`config.mk`:
```
export PLATFORM = sky130hd
export DESIGN_NAME = cic_interpolator
export DESIGN_NICKNAME = d
export VERILOG_FILES = /design/src/rtl/cic_pkg.sv /design/src/rtl/cic_integrator.sv /design/src/rtl/cic_interp_comb.sv /design/src/rtl/cic_interpolator.sv
export SDC_FILE = /design/constraint.sdc
export NUM_CORES = 1
export LEC_CHECK = 0
export CAP_MARGIN = 25
export CELL_PAD_IN_SITES_DETAIL_PLACEMENT = 0
export CELL_PAD_IN_SITES_GLOBAL_PLACEMENT = 1
export CORE_ASPECT_RATIO = 2
export CORE_MARGIN = 2
export CORE_UTILIZATION = 45
export CTS_CLUSTER_DIAMETER = 40
export DETAILED_ROUTE_END_ITERATION = 10
export GPL_TIMING_DRIVEN = 0
export PLACE_DENSITY_LB_ADDON = 0.1
export SETUP_SLACK_MARGIN = 0.3
export SLEW_MARGIN = 20
export SYNTH_ARGS = -nofsm -noshare
export SYNTH_HDL_FRONTEND = slang
export SYNTH_SLANG_ARGS = --single-unit
```
`constraint.sdc`:
```
create_clock -name clock -period 17.03 [get_ports clock]
set_clock_uncertainty 0.15 [all_clocks]
set_input_delay 2.5545 -clock clock [delete_from_list [all_inputs] [get_ports clock]]
set_output_delay 2.5545 -clock clock [all_outputs]
set_load 0.005 [all_outputs]
```
`src/rtl/cic_pkg.sv`:
```
// cic_pkg: constants and width helpers shared by the TX CIC interpolator and
// the RX CIC decimator.
//   CIC_DEF_STAGES   default number of comb/integrator stages (N)
//   CIC_DEF_RATIO    default rate-change factor (R)
//   CIC_DEF_IN_WIDTH default signed sample width
//   cic_clog2()      ceil(log2(value)), 0 for value <= 1
//   cic_acc_width()  in_width + ceil(stages*log2(ratio)), the CIC register growth
package cic_pkg;

  localparam int CIC_DEF_STAGES   = 3;
  localparam int CIC_DEF_RATIO    = 10;
  localparam int CIC_DEF_IN_WIDTH = 16;

  function automatic int cic_clog2(input longint value);
    int r;
    r = 0;
    for (int i = 0; i < 62; i++) begin
      if ((longint'(1) << i) < value) r = i + 1;
    end
    return r;
  endfunction

  // ceil(stages*log2(ratio)) is computed as ceil(log2(ratio**stages)), which is
  // exact in integer arithmetic.
  function automatic int cic_acc_width(input int in_width, input int stages, input int ratio);
    longint gain;
    gain = 1;
    for (int i = 0; i < stages; i++) gain = gain * longint'(ratio);
    return in_width + cic_clog2(gain);
  endfunction

endpackage

```
`src/rtl/cic_integrator.sv`:
```
// cic_integrator: one CIC integrator stage, acc <= acc + din on each strobe.
// Two's-complement wrap is intentional; the CIC recovers from it exactly.
//   clock     single clock
//   reset     synchronous, active-high; clears the accumulator
//   strobe_i  update enable (the high-rate tick)
//   din_i     stage input
//   acc_o     registered accumulator
module cic_integrator #(
  parameter int WIDTH = 26
) (
  input  logic                    clock,
  input  logic                    reset,
  input  logic                    strobe_i,
  input  logic signed [WIDTH-1:0] din_i,
  output logic signed [WIDTH-1:0] acc_o
);

  logic signed [WIDTH-1:0] acc_q;
  logic signed [WIDTH-1:0] acc_d;

  assign acc_d = acc_q + din_i;
  assign acc_o = acc_q;

  always_ff @(posedge clock) begin
    if (reset) begin
      acc_q <= '0;
    end else if (strobe_i) begin
      acc_q <= acc_d;
    end
  end

endmodule

```
`src/rtl/cic_interp_comb.sv`:
```
// cic_interp_comb: one CIC comb stage for the interpolator, y = x - x_delayed.
// The difference is combinational so the whole comb chain settles in the same
// cycle as the consume tick; only the delay register is clocked.
//   clock   single clock
//   reset   synchronous, active-high; clears the delay
//   en_i    consume tick (low-rate update)
//   x_i     stage input
//   y_o     stage output (combinational)
module cic_interp_comb #(
  parameter int WIDTH = 26
) (
  input  logic                    clock,
  input  logic                    reset,
  input  logic                    en_i,
  input  logic signed [WIDTH-1:0] x_i,
  output logic signed [WIDTH-1:0] y_o
);

  logic signed [WIDTH-1:0] dly_q;

  assign y_o = x_i - dly_q;

  always_ff @(posedge clock) begin
    if (reset) begin
      dly_q <= '0;
    end else if (en_i) begin
      dly_q <= x_i;
    end
  end

endmodule

```
`src/rtl/cic_interpolator.sv`:
```
// cic_interpolator: N-stage CIC interpolator, raises low-rate samples by
// INTERPOLATION. Samples enter through a one-deep hold register (valid/ready);
// the high-rate side paces the block with out_tick and gets one registered
// sample back one cycle after each tick.
//   clock      single clock
//   reset      synchronous, active-high
//   in_valid   in_data valid
//   in_ready   hold register can take a sample this cycle
//   in_data    signed low-rate sample
//   out_tick   high-rate strobe
//   out_valid  pulse, one cycle after each out_tick
//   out_data   shifted/saturated output, held between pulses
//   underflow  pulse: a consume tick found the hold register empty
// Build option: define CIC_ROUND_EN to round half up before the output shift
// (default is floor truncation).
module cic_interpolator
  import cic_pkg::*;
#(
  parameter int STAGES        = CIC_DEF_STAGES,
  parameter int INTERPOLATION = CIC_DEF_RATIO,
  parameter int IN_WIDTH      = CIC_DEF_IN_WIDTH,
  parameter int ACC_WIDTH     = cic_acc_width(IN_WIDTH, STAGES, INTERPOLATION),
  parameter int OUT_WIDTH     = 16,
  parameter int OUT_SHIFT     = 7
) (
  input  logic                        clock,
  input  logic                        reset,
  input  logic                        in_valid,
  output logic                        in_ready,
  input  logic signed [IN_WIDTH-1:0]  in_data,
  input  logic                        out_tick,
  output logic                        out_valid,
  output logic signed [OUT_WIDTH-1:0] out_data,
  output logic                        underflow
);

  localparam int PHASE_W = cic_clog2(longint'(INTERPOLATION));
  localparam int EXT_W   = ACC_WIDTH + 1;

  localparam longint                  SAT_MAX_L = (longint'(1) <<< (OUT_WIDTH - 1)) - 1;
  localparam logic signed [EXT_W-1:0] SAT_MAX   = EXT_W'(SAT_MAX_L);
  localparam logic signed [EXT_W-1:0] SAT_MIN   = EXT_W'(-SAT_MAX_L - 1);

  logic [PHASE_W-1:0]          phase_q, phase_d;
  logic signed [IN_WIDTH-1:0]  hold_q;
  logic                        hold_full_q;
  logic                        rdy_en_q;
  logic                        out_valid_q;
  logic                        underflow_q;
  logic signed [OUT_WIDTH-1:0] out_data_q;

  logic                        consume;
  logic                        transfer;
  logic signed [ACC_WIDTH-1:0] comb_in;
  logic signed [ACC_WIDTH-1:0] comb_out;
  logic signed [ACC_WIDTH-1:0] integ_in;
  logic signed [ACC_WIDTH-1:0] last_next;
  logic signed [EXT_W-1:0]     pre_shift;
  logic signed [EXT_W-1:0]     shifted;
  logic signed [OUT_WIDTH-1:0] sat_val;

  assign consume = out_tick && (phase_q == '0);

  // The held sample leaves on a consume tick, so the slot is offered to the
  // upstream in that same cycle; this keeps a back-to-back stream free of
  // underflows. rdy_en_q keeps in_ready low for the first cycle after reset.
  assign in_ready = rdy_en_q && (!hold_full_q || consume);
  assign transfer = in_valid && in_ready;

  assign phase_d = (phase_q == PHASE_W'(INTERPOLATION - 1)) ? '0 : phase_q + 1'b1;

  assign comb_in  = (consume && hold_full_q) ? ACC_WIDTH'(hold_q) : '0;
  assign integ_in = consume ? comb_out : '0;

  for (genvar k = 0; k < STAGES; k++) begin : g_comb
    logic signed [ACC_WIDTH-1:0] x;
    logic signed [ACC_WIDTH-1:0] y;
    if (k == 0) begin : g_first
      assign x = comb_in;
    end else begin : g_next
      assign x = g_comb[k-1].y;
    end
    cic_interp_comb #(.WIDTH(ACC_WIDTH)) u_comb (
      .clock (clock),
      .reset (reset),
      .en_i  (consume),
      .x_i   (x),
      .y_o   (y)
    );
  end
  assign comb_out = g_comb[STAGES-1].y;

  for (genvar k = 0; k < STAGES; k++) begin : g_int
    logic signed [ACC_WIDTH-1:0] din;
    logic signed [ACC_WIDTH-1:0] acc;
    if (k == 0) begin : g_first
      assign din = integ_in;
    end else begin : g_next
      assign din = g_int[k-1].acc;
    end
    cic_integrator #(.WIDTH(ACC_WIDTH)) u_int (
      .clock    (clock),
      .reset    (reset),
      .strobe_i (out_tick),
      .din_i    (din),
      .acc_o    (acc)
    );
  end

  // The output register samples the value I_N takes on this tick, so a sample
  // consumed at tick t reaches out_data on tick t+STAGES-1.
  assign last_next = g_int[STAGES-1].acc + g_int[STAGES-1].din;

  // One guard bit keeps the rounding add from wrapping near full scale.
`ifdef CIC_ROUND_EN
  localparam logic signed [EXT_W-1:0] ROUND_ADD = EXT_W'((longint'(1) <<< OUT_SHIFT) >>> 1);
  assign pre_shift = EXT_W'(last_next) + ROUND_ADD;
`else
  assign pre_shift = EXT_W'(last_next);
`endif

  assign shifted = pre_shift >>> OUT_SHIFT;

  always_comb begin
    sat_val = OUT_WIDTH'(shifted);
    if (shifted > SAT_MAX) begin
      sat_val = OUT_WIDTH'(SAT_MAX);
    end else if (shifted < SAT_MIN) begin
      sat_val = OUT_WIDTH'(SAT_MIN);
    end
  end

  always_ff @(posedge clock) begin
    if (reset) begin
      phase_q     <= '0;
      hold_q      <= '0;
      hold_full_q <= 1'b0;
      rdy_en_q    <= 1'b0;
      out_valid_q <= 1'b0;
      underflow_q <= 1'b0;
      out_data_q  <= '0;
    end else begin
      rdy_en_q    <= 1'b1;
      out_valid_q <= out_tick;
      underflow_q <= consume && !hold_full_q;
      if (out_tick) begin
        phase_q    <= phase_d;
        out_data_q <= sat_val;
      end
      if (transfer) begin
        hold_q      <= in_data;
        hold_full_q <= 1'b1;
      end else if (consume) begin
        hold_full_q <= 1'b0;
      end
    end
  end

  assign out_valid = out_valid_q;
  assign underflow = underflow_q;
  assign out_data  = out_data_q;

endmodule

```
==> flow_summary.yaml, run 1 <==
place:
  port_buffers: 37
  dp_hpwl_mm: 32.5
  place.gp.congestion: 0.931
final_layout:
  synthToLayoutAreaGrowth_pct: 10.3
  fin_util_pct: 50.3
  drive_above_1_share_pct: 3.99
  final_nets: 1936
  antennaDiodeCount: 0
critical_path:
  path_buf_inv: 3
  crit_required_ps: 17210
  start_kind: "input pin"
  critPathKind: "in2reg"
  path_max_fanout: 10
  critPathTopFamily: "compound AO/OA/AOI/OAI gates"
  cp_slowest_cell: "clkbuf_1"
  cp.arrival_ps: 12060
  critPathMaxStageDelay_ps: 760
  worst_setup_path_end_kind: "register"
die:
  die_w_um: 126
  core_um2: 29500
  initial_core_util_pct: 45.6
  die_h_um: 249
  io_pins: 39
  dieArea_um2: 31400
  num_rows: 89
routing:
  drt-initial-drc-count: 378
  via_per_inst: 5.59
  drtAntennaViolNets: 0
  post-route-drc-count: 0
  dr.pass1.iters: 4
  drt-total-wl_mm: 39.3
  vias: 11989
  wl_per_cell_um: 18.4
cts:
  clock_latency_ps: 460
  cts.repair.resized: 0
  htreeDepth: 4
  cts_sinks: 186
  ctsHoldBuffers: 0
  clk_pin_slew_ps: 70
  cts_tree: "done"
  cts_root_buffer: "clkbuf_16"
  cts_buffers: 17
  cts_buffer_depth: 2
  postCtsSetupRepairBufs: 0
grt:
  grt_max_degree: 17
  antenna_found_initial: 0
  gr-total-overflow: 0
  grt_pass1_vias: 12217
  grt_pass1_wl_mm: 61.9
  grt_usage_pct: 25.3
logic_synthesis:
  yosysMostFrequentCell: "nor2_1"
  synth_edf_count: 0
  synth_area_um2: 13500
  synthTopCellsByArea: "dfxtp_1, ha_1, a21oi_1, nor2_1, nand2_1"
  yosysTopAreaCell: "dfxtp_1"
  synth_top_area_share_pct: 27.7
  synth_warnings: 0
  ys_async_sr_fraction_pct: 0
  yosys.cell_types.count: 84
  ys_ff_latch: 186
  synth_ff_type: "dfxtp_1"
  synth.avg_cell_area_um2: 7.87
  synthCells: 1710
  synthesis.nets: 1879
  ys_seq_area_share_pct: 27.7
  netlist_top_cells_count: "nor2_1, dfxtp_1, a21oi_1"
flow_run:
  max-cap-violations: 0
timing:
  hold_viol_final: 0
  relSlewSlack_pct: 28.7
  min_period_ps: 11880
  max_freq_ghz: 0.0842
  final-setup-viol-count: 0
  fin_crit_sh_pct: 69.8
  finalSetupTns_ps: 0
  grt_setup_unrepaired: "no"
  worst_pin_slew_ps: 1070
  maxSlewViolCount: 0
pwr:
  power_density_nw_per_um2: 142
  p_leak_uw: 0.00628
  ir_drop_v: 0.0000866
outcome:
  status: "finished, final reports clean"
worst_hold_path:
  min_path_type: "reg2reg"
cells by family after synthesis:
family | count (synthesis) | share of synthesized area (%)
compound gates | 480 | 23.9
fa+ha+maj | 149 | 14.2
mux | 45 | 3.35
xor+xnor | 104 | 6.87
simple gates | 579 | 19.3
flops | 186 | 27.7
buf+inv | 167 | 4.73
metrics by stage:
stage | total power, µW | hold WS, ps | cell area [µm²] | cells | worst slack [ps]
after floorplan | 1470 | 282 | 13500 | 1710 | 7450
after global placement | 1700 | 289 | 14300 | 2111 | 4740
after detailed placement | 1720 | 295 | 14300 | 2112 | 4690
after CTS | 2120 | 305 | 14800 | 2143 | 5150
after global routing | 2290 | 320 | 14800 | 2143 | 4390
final | 2110 | 302 | 14800 | 2143 | 5150
path summary, 6_finish.rpt:
path               from                       end  slack [ps]  cells after the start
min           hold_q[6]                 hold_q[6]         300                      2
min reg2reg   hold_q[6]                 hold_q[6]         300                      2
max reg2reg  phase_q[1]  g_int[0].u_int.acc_o[25]        7300                     36
max            out_tick  g_int[0].u_int.acc_o[25]        5150                     36
registers in the layout (all words and copies together), names as in the netlist:
| register | flops |
|---|---|
| g_int.u_int.acc_o | 78 |
| g_comb.u_comb.dly_q | 68 |
| hold_q | 16 |
| out_data | 16 |
| phase_q | 4 |
| hold_full_q | 1 |
| out_valid | 1 |
| rdy_en_q | 1 |
| underflow | 1 |
cells in the final DEF, fill, tap and decap left out, drive strengths merged, types with 13 or more instances in the layout:
cell type	netlist	routed
nor3	37	37
and3	25	25
a211oi	51	51
dfxtp	186	186
xor2	36	36
clkbuf	43	62
a31oi	19	19
o21bai	13	13
inv	105	108
xnor2	67	67
o21ai	62	62
clkdlybuf4s50	0	37
mux2i	45	45
o21a	31	31
nor2	216	216
ha	143	143
nand3	37	37
nand2	170	170
nor2b	21	21
a21o	38	38
nand2b	19	19
buf	18	19
a21oi	181	181
o31ai	14	14
area by class of cell:
cell class	instances	area, µm²
buffer	61	239
clock inverter	12	116
sequential	186	3720
multi-input combinational	1357	9100
clock buffer	19	443
timing repair buffer	38	374
fill	2977	14700
tap	364	455
inverter	106	398
worst min-delay path: stages (launching register included):
cell,delay (ps)
dfxtp_1,310
nand2_1,50
a21oi_1,50
power by group:
group,total [µW],leakage [µW],internal [µW],switching (µW)
combinational,1160,0.00450,509,652
sequential,555,0.00152,505,49.5
clock,394,0.000264,206,188
total,2110,0.00628,1220,889
layer usage:
metal / vias to the layer above / routed length (µm) / global-route usage, %
li1: 6186 / - / -
met1: 5565 / 12900 / 21.0
met5: - / 0 / 0
met4: 0 / 2520 / 15.2
met3: 83 / 684 / 3.16
met2: 155 / 23200 / 53.5
No activity file was read; power rests on OpenSTA's default activity.
==> run 2: changes to the inputs <==
==> constraint.sdc (replaced) <==
create_clock -name clock -period 12 [get_ports clock]
set_clock_uncertainty 0.15 [all_clocks]
set_input_delay 1.8 -clock clock [delete_from_list [all_inputs] [get_ports clock]]
set_output_delay 1.8 -clock clock [all_outputs]
set_load 0.005 [all_outputs]
==> run 2 against run 1 <==
Effect of this change:
- non-clock buffer count stayed put
- clock power is 42% higher
- sequential share of layout area hardly changed
- core utilization hardly changed
- global-route usage stayed put
- register-to-register slack worse by 4700 ps
- via count is 0.13% higher
- critical path type unchanged
==> flow_summary.yaml, run 2 (same netlist as run 1, synthesis figures left out) <==
outcome:
  status: "finished, final reports clean"
place:
  place.gp.congestion: 0.931
  dp_hpwl_mm: 32.5
  dp_cells: 2112
  dpl_worst_slack_ps: 411
  placedInstanceArea_um2: 14300
  port_buffers: 37
final_layout:
  antennaDiodeCount: 0
  drive_above_1_share_pct: 4.05
  layout_common_cells: "nor2_1, dfxtp_1, a21oi_1"
  final_common_cell: "nor2_1"
  final_nets: 1936
  fin_util_pct: 50.3
  final_area_um2: 14800
  largest_reg_flops: 78
  fillers: 2976
  final_cell_count_no_fill: 2143
  synthToLayoutAreaGrowth_pct: 10.3
critical_path:
  critPathMaxStageDelay_ps: 630
  cp_slowest_cell: "a2111oi_0"
  regToRegStartpoint: "phase_q[1]"
  worstReg2RegEnd: "g_int[0].u_int.acc_o[25]"
  critPathKind: "in2reg"
  ff2ff_path_depth: 38
  worst_setup_path_end_kind: "register"
  crit_required_ps: 12180
  regToRegSetupSlack_ps: 2570
  start_kind: "input pin"
  path_max_fanout: 10
  cp.arrival_ps: 11000
cts:
  clock_latency_ps: 460
  cts_buffers: 17
  cts_sinks: 186
  htreeDepth: 4
  cts_tree: "done"
  postCtsSetupRepairBufs: 0
  clk_pin_slew_ps: 70
  ctsHoldBuffers: 0
  cts_buffer_depth: 2
  cts.repair.resized: 0
  cts_root_buffer: "clkbuf_16"
timing:
  finalSetupTns_ps: 0
  max_freq_ghz: 0.0924
  maxSlewViolCount: 0
  relSlewSlack_pct: 27.6
  grt_setup_unrepaired: "no"
  worst_pin_slew_ps: 1090
  min_period_ps: 10820
  setup_slack_ps: 1180
  fin_crit_sh_pct: 90.2
  final-setup-viol-count: 0
  hold_viol_final: 0
pwr:
  power_frac_clock_pct: 18.7
  p_leak_uw: 0.00628
  p_switching_uw: 1260
  power.internal_uw: 1730
  ir_drop_v: 0.000123
  switching_share_pct: 42.2
  p_comb_share_pct: 55.1
  seqPwrFrac_pct: 26.3
  power_density_nw_per_um2: 202
grt:
  grt_pass1_wl_mm: 61.9
  antenna_found_initial: 0
  grt_pass1_vias: 12217
  grt_usage_pct: 25.3
  gr-total-overflow: 0
  grt_max_degree: 17
worst_hold_path:
  holdPathStages: 2
  worstHoldStart: "hold_q[6]"
  min_path_type: "reg2reg"
  holdPathEnd: "hold_q[6]"
die:
  dieArea_um2: 31400
  initial_core_util_pct: 45.6
  core_um2: 29500
  num_rows: 89
  die_h_um: 249
  io_pins: 39
  die_w_um: 126
routing:
  post-route-drc-count: 0
  drt-total-wl_mm: 39.4
  vias: 12005
  dr.pass1.iters: 4
  via_per_inst: 5.60
  drt-initial-drc-count: 357
  drtAntennaViolNets: 0
  wl_per_cell_um: 18.4
flow_run:
  max-cap-violations: 0
run 2: through the flow:
step | hold WS [ps] | power [µW]
2_1_floorplan | 282 | 2090
3_3_place_gp | 289 | 2420
3_5_place_dp | 295 | 2440
4_1_cts | 305 | 3010
5_1_grt | 320 | 3250
6_report | 302 | 2990
run 2: power groups by stage:
stage / sequential [µW] / combinational (µW) / clock [µW]
4_1_cts: 787 / 1650 / 571
5_1_grt: 800 / 1850 / 593
3_3_place_gp: 798 / 1620 / 0
3_5_place_dp: 801 / 1640 / 0
2_1_floorplan: 782 / 1310 / 0
6_report: 787 / 1650 / 558
run 2: critical path, delay by kind of cell:
family / cells / cell delay (ps)
AOI/OAI and AO/OA: 17 / 4190
xor gates and xnor gates: 1 / 130
buffers and inverters: 4 / 1540
adders and majority gates: 4 / 1270
and+or+nand+nor: 12 / 2080
run 2: how the worst max path moves through the flow:
stage | from | to | slack (ps) | cells after the start
5_1_grt | out_tick | g_int[0].u_int.acc_o[25] | 420 | 38
6_report | out_tick | g_int[0].u_int.acc_o[25] | 1180 | 38
3_5_place_dp | out_tick | g_int[0].u_int.acc_o[25] | 410 | 36
3_3_place_gp | out_tick | g_int[0].u_int.acc_o[25] | 470 | 36
2_1_floorplan | out_tick | g_int[0].u_int.acc_o[25] | 3170 | 36
4_1_cts | out_tick | g_int[0].u_int.acc_o[25] | 870 | 36
run 2: cell type report:
cell class / instances / area, µm² / share of cell area, %
Buffer: 61 / 240 / 1.62
Clock buffer: 19 / 443 / 2.98
Clock inverter: 12 / 116 / 0.784
Inverter: 106 / 398 / 2.68
Multi-Input combinational cell: 1357 / 9100 / 61.3
Sequential cell: 186 / 3720 / 25.1
Tap cell: 364 / 455 / 3.07
Timing Repair Buffer: 38 / 374 / 2.52
run 2: layer usage:
layer  global-route usage [%]  up-vias  part of all wire [%]
li1                         -     6189                     -
met1                     21.0     5583                    33
met2                     53.5      144                    59
met3                     3.16       89                   1.4
met4                     15.2        0                   6.7
met5                        0        -                     0
==> run 3: changes to the inputs <==
--- a/config.mk
+++ b/config.mk
@@ -5,7 +5,7 @@
 export SDC_FILE = /design/constraint.sdc
 export NUM_CORES = 1
 export LEC_CHECK = 0
-export CAP_MARGIN = 25
+export CAP_MARGIN = 20
 export CELL_PAD_IN_SITES_DETAIL_PLACEMENT = 0
 export CELL_PAD_IN_SITES_GLOBAL_PLACEMENT = 1
 export CORE_ASPECT_RATIO = 2
==> run 3 against run 2 <==
Effect of this change:
- largest power group unchanged
- count of clock-buffer cells in the layout is 2 higher
- clock power is 9.3% higher
- largest cell class unchanged
- wire length is 0.36% higher
==> flow_summary.yaml, run 3 (same netlist as run 1, synthesis figures left out) <==
grt:
  antenna_found_initial: 1
  grt_pass1_wl_mm: 61.9
  grt_max_degree: 17
  grt_usage_pct: 25.5
  grt_pass1_vias: 12164
  gr-total-overflow: 0
critical_path:
  critPathKind: "in2reg"
  regToRegStartpoint: "phase_q[0]"
  worstReg2RegEnd: "g_int[0].u_int.acc_o[25]"
  start_kind: "input pin"
  cp.arrival_ps: 11020
  crit_required_ps: 12180
  cp-endpoint: "g_int[0].u_int.acc_o[25]"
  cp_slowest_cell: "a2111oi_0"
  critPathMaxStageDelay_ps: 660
  regToRegSetupSlack_ps: 2560
  ff2ff_path_depth: 38
  path_max_fanout: 10
  startpoint: "out_tick"
  worst_setup_path_end_kind: "register"
timing:
  finalSetupTns_ps: 0
  hold_viol_final: 0
  fin_crit_sh_pct: 90.3
  maxSlewViolCount: 0
  worst_pin_slew_ps: 1080
  grt_setup_unrepaired: "no"
  min_period_ps: 10840
  relSlewSlack_pct: 28.0
  final-setup-viol-count: 0
  max_freq_ghz: 0.0923
  setup_slack_ps: 1160
cts:
  htreeDepth: 4
  clock_latency_ps: 470
  postCtsSetupRepairBufs: 0
  cts_tree: "done"
  clk_pin_slew_ps: 70
  cts_sinks: 186
  cts_buffers: 17
  ctsHoldBuffers: 0
  cts_buffer_depth: 2
  cts_root_buffer: "clkbuf_16"
final_layout:
  drive_above_1_share_pct: 4.05
  layout_common_cells: "nor2_1, dfxtp_1, a21oi_1"
  final_common_cell: "nor2_1"
  antennaDiodeCount: 0
  synthToLayoutAreaGrowth_pct: 10.8
  final_nets: 1935
  largest_reg_flops: 78
place:
  place.gp.congestion: 0.931
  dp_hpwl_mm: 32.5
  dpl_worst_slack_ps: 383
  port_buffers: 37
routing:
  drtAntennaViolNets: 0
  drt-total-wl_mm: 39.5
  post-route-drc-count: 0
  via_per_inst: 5.62
  dr.pass1.iters: 4
  drt-initial-drc-count: 380
  wl_per_cell_um: 18.4
  vias: 12034
worst_hold_path:
  worstHoldStart: "hold_q[8]"
  min_path_type: "reg2reg"
pwr:
  p_leak_uw: 0.00631
  ir_drop_v: 0.000114
  power_density_nw_per_um2: 204
die:
  io_pins: 39
  initial_core_util_pct: 45.6
  die_h_um: 249
  dieArea_um2: 31400
  num_rows: 89
  core_um2: 29500
  die_w_um: 126
outcome:
  status: "finished, final reports clean"
flow_run:
  max-cap-violations: 0
==> run 3: power breakdown <==
group	leakage, µW	internal, µW	switching, µW
Combinational	0.00450	722	924
Clock	0.000292	342	268
Sequential	0.00152	717	70.3
Total	0.00631	1780	1260
==> run 3: layout make-up <==
cell class / instances / area (µm²)
fill: 2976 / 14600
multi-input combinational: 1357 / 9100
sequential: 186 / 3720
clock buffer: 21 / 460
tap: 364 / 455
inverter: 106 / 398
timing repair buffer: 37 / 370
buffer: 61 / 240
clock inverter: 11 / 159
==> run 3: worst min path at each step <==
stage | endpoint | cells after the start
6_report | hold_q[8] | 2
5_1_grt | hold_q[13] | 2
4_1_cts | hold_q[6] | 2
3_5_place_dp | hold_q[6] | 2
3_3_place_gp | hold_q[6] | 2
2_1_floorplan | hold_q[10] | 2
==> run 3: critical path, delay by kind of cell <==
kind | cells | cell delay [ps]
XOR/XNOR | 1 | 130
buffers and inverters | 4 | 1520
AND/OR/NAND/NOR | 12 | 2040
adder cells (fa/ha/maj) | 4 | 1270
AO/OA/AOI/OAI | 17 | 4250
==> run 3: repair_timing <==
action,4_1_cts,5_1_grt
gates resized for setup,0,3
setup endpoints to repair,0,1
hold endpoints to repair,0,0
==> run 3: metal layers <==
layer,global-route usage [%],part of all wire [%],vias to the layer above
met3,2.62,1.6,104
met5,0,0,-
met1,21.0,33,5584
met2,53.0,58,173
li1,-,-,6173
met4,18.1,7.5,0
==> run 3: per-stage QoR <==
stage | utilization (%) | instances | total power (µW) | hold slack [ps] | cell area (µm²)
2_1_floorplan | - | 1710 | 2090 | 282 | 13500
3_3_place_gp | 48.4 | 2111 | 2420 | 289 | 14300
3_5_place_dp | 48.4 | 2111 | 2440 | 295 | 14300
4_1_cts | 50.5 | 2143 | 3060 | 305 | 14900
5_1_grt | 50.5 | 2143 | 3300 | 322 | 14900
6_report | 50.5 | 2143 | 3040 | 301 | 14900
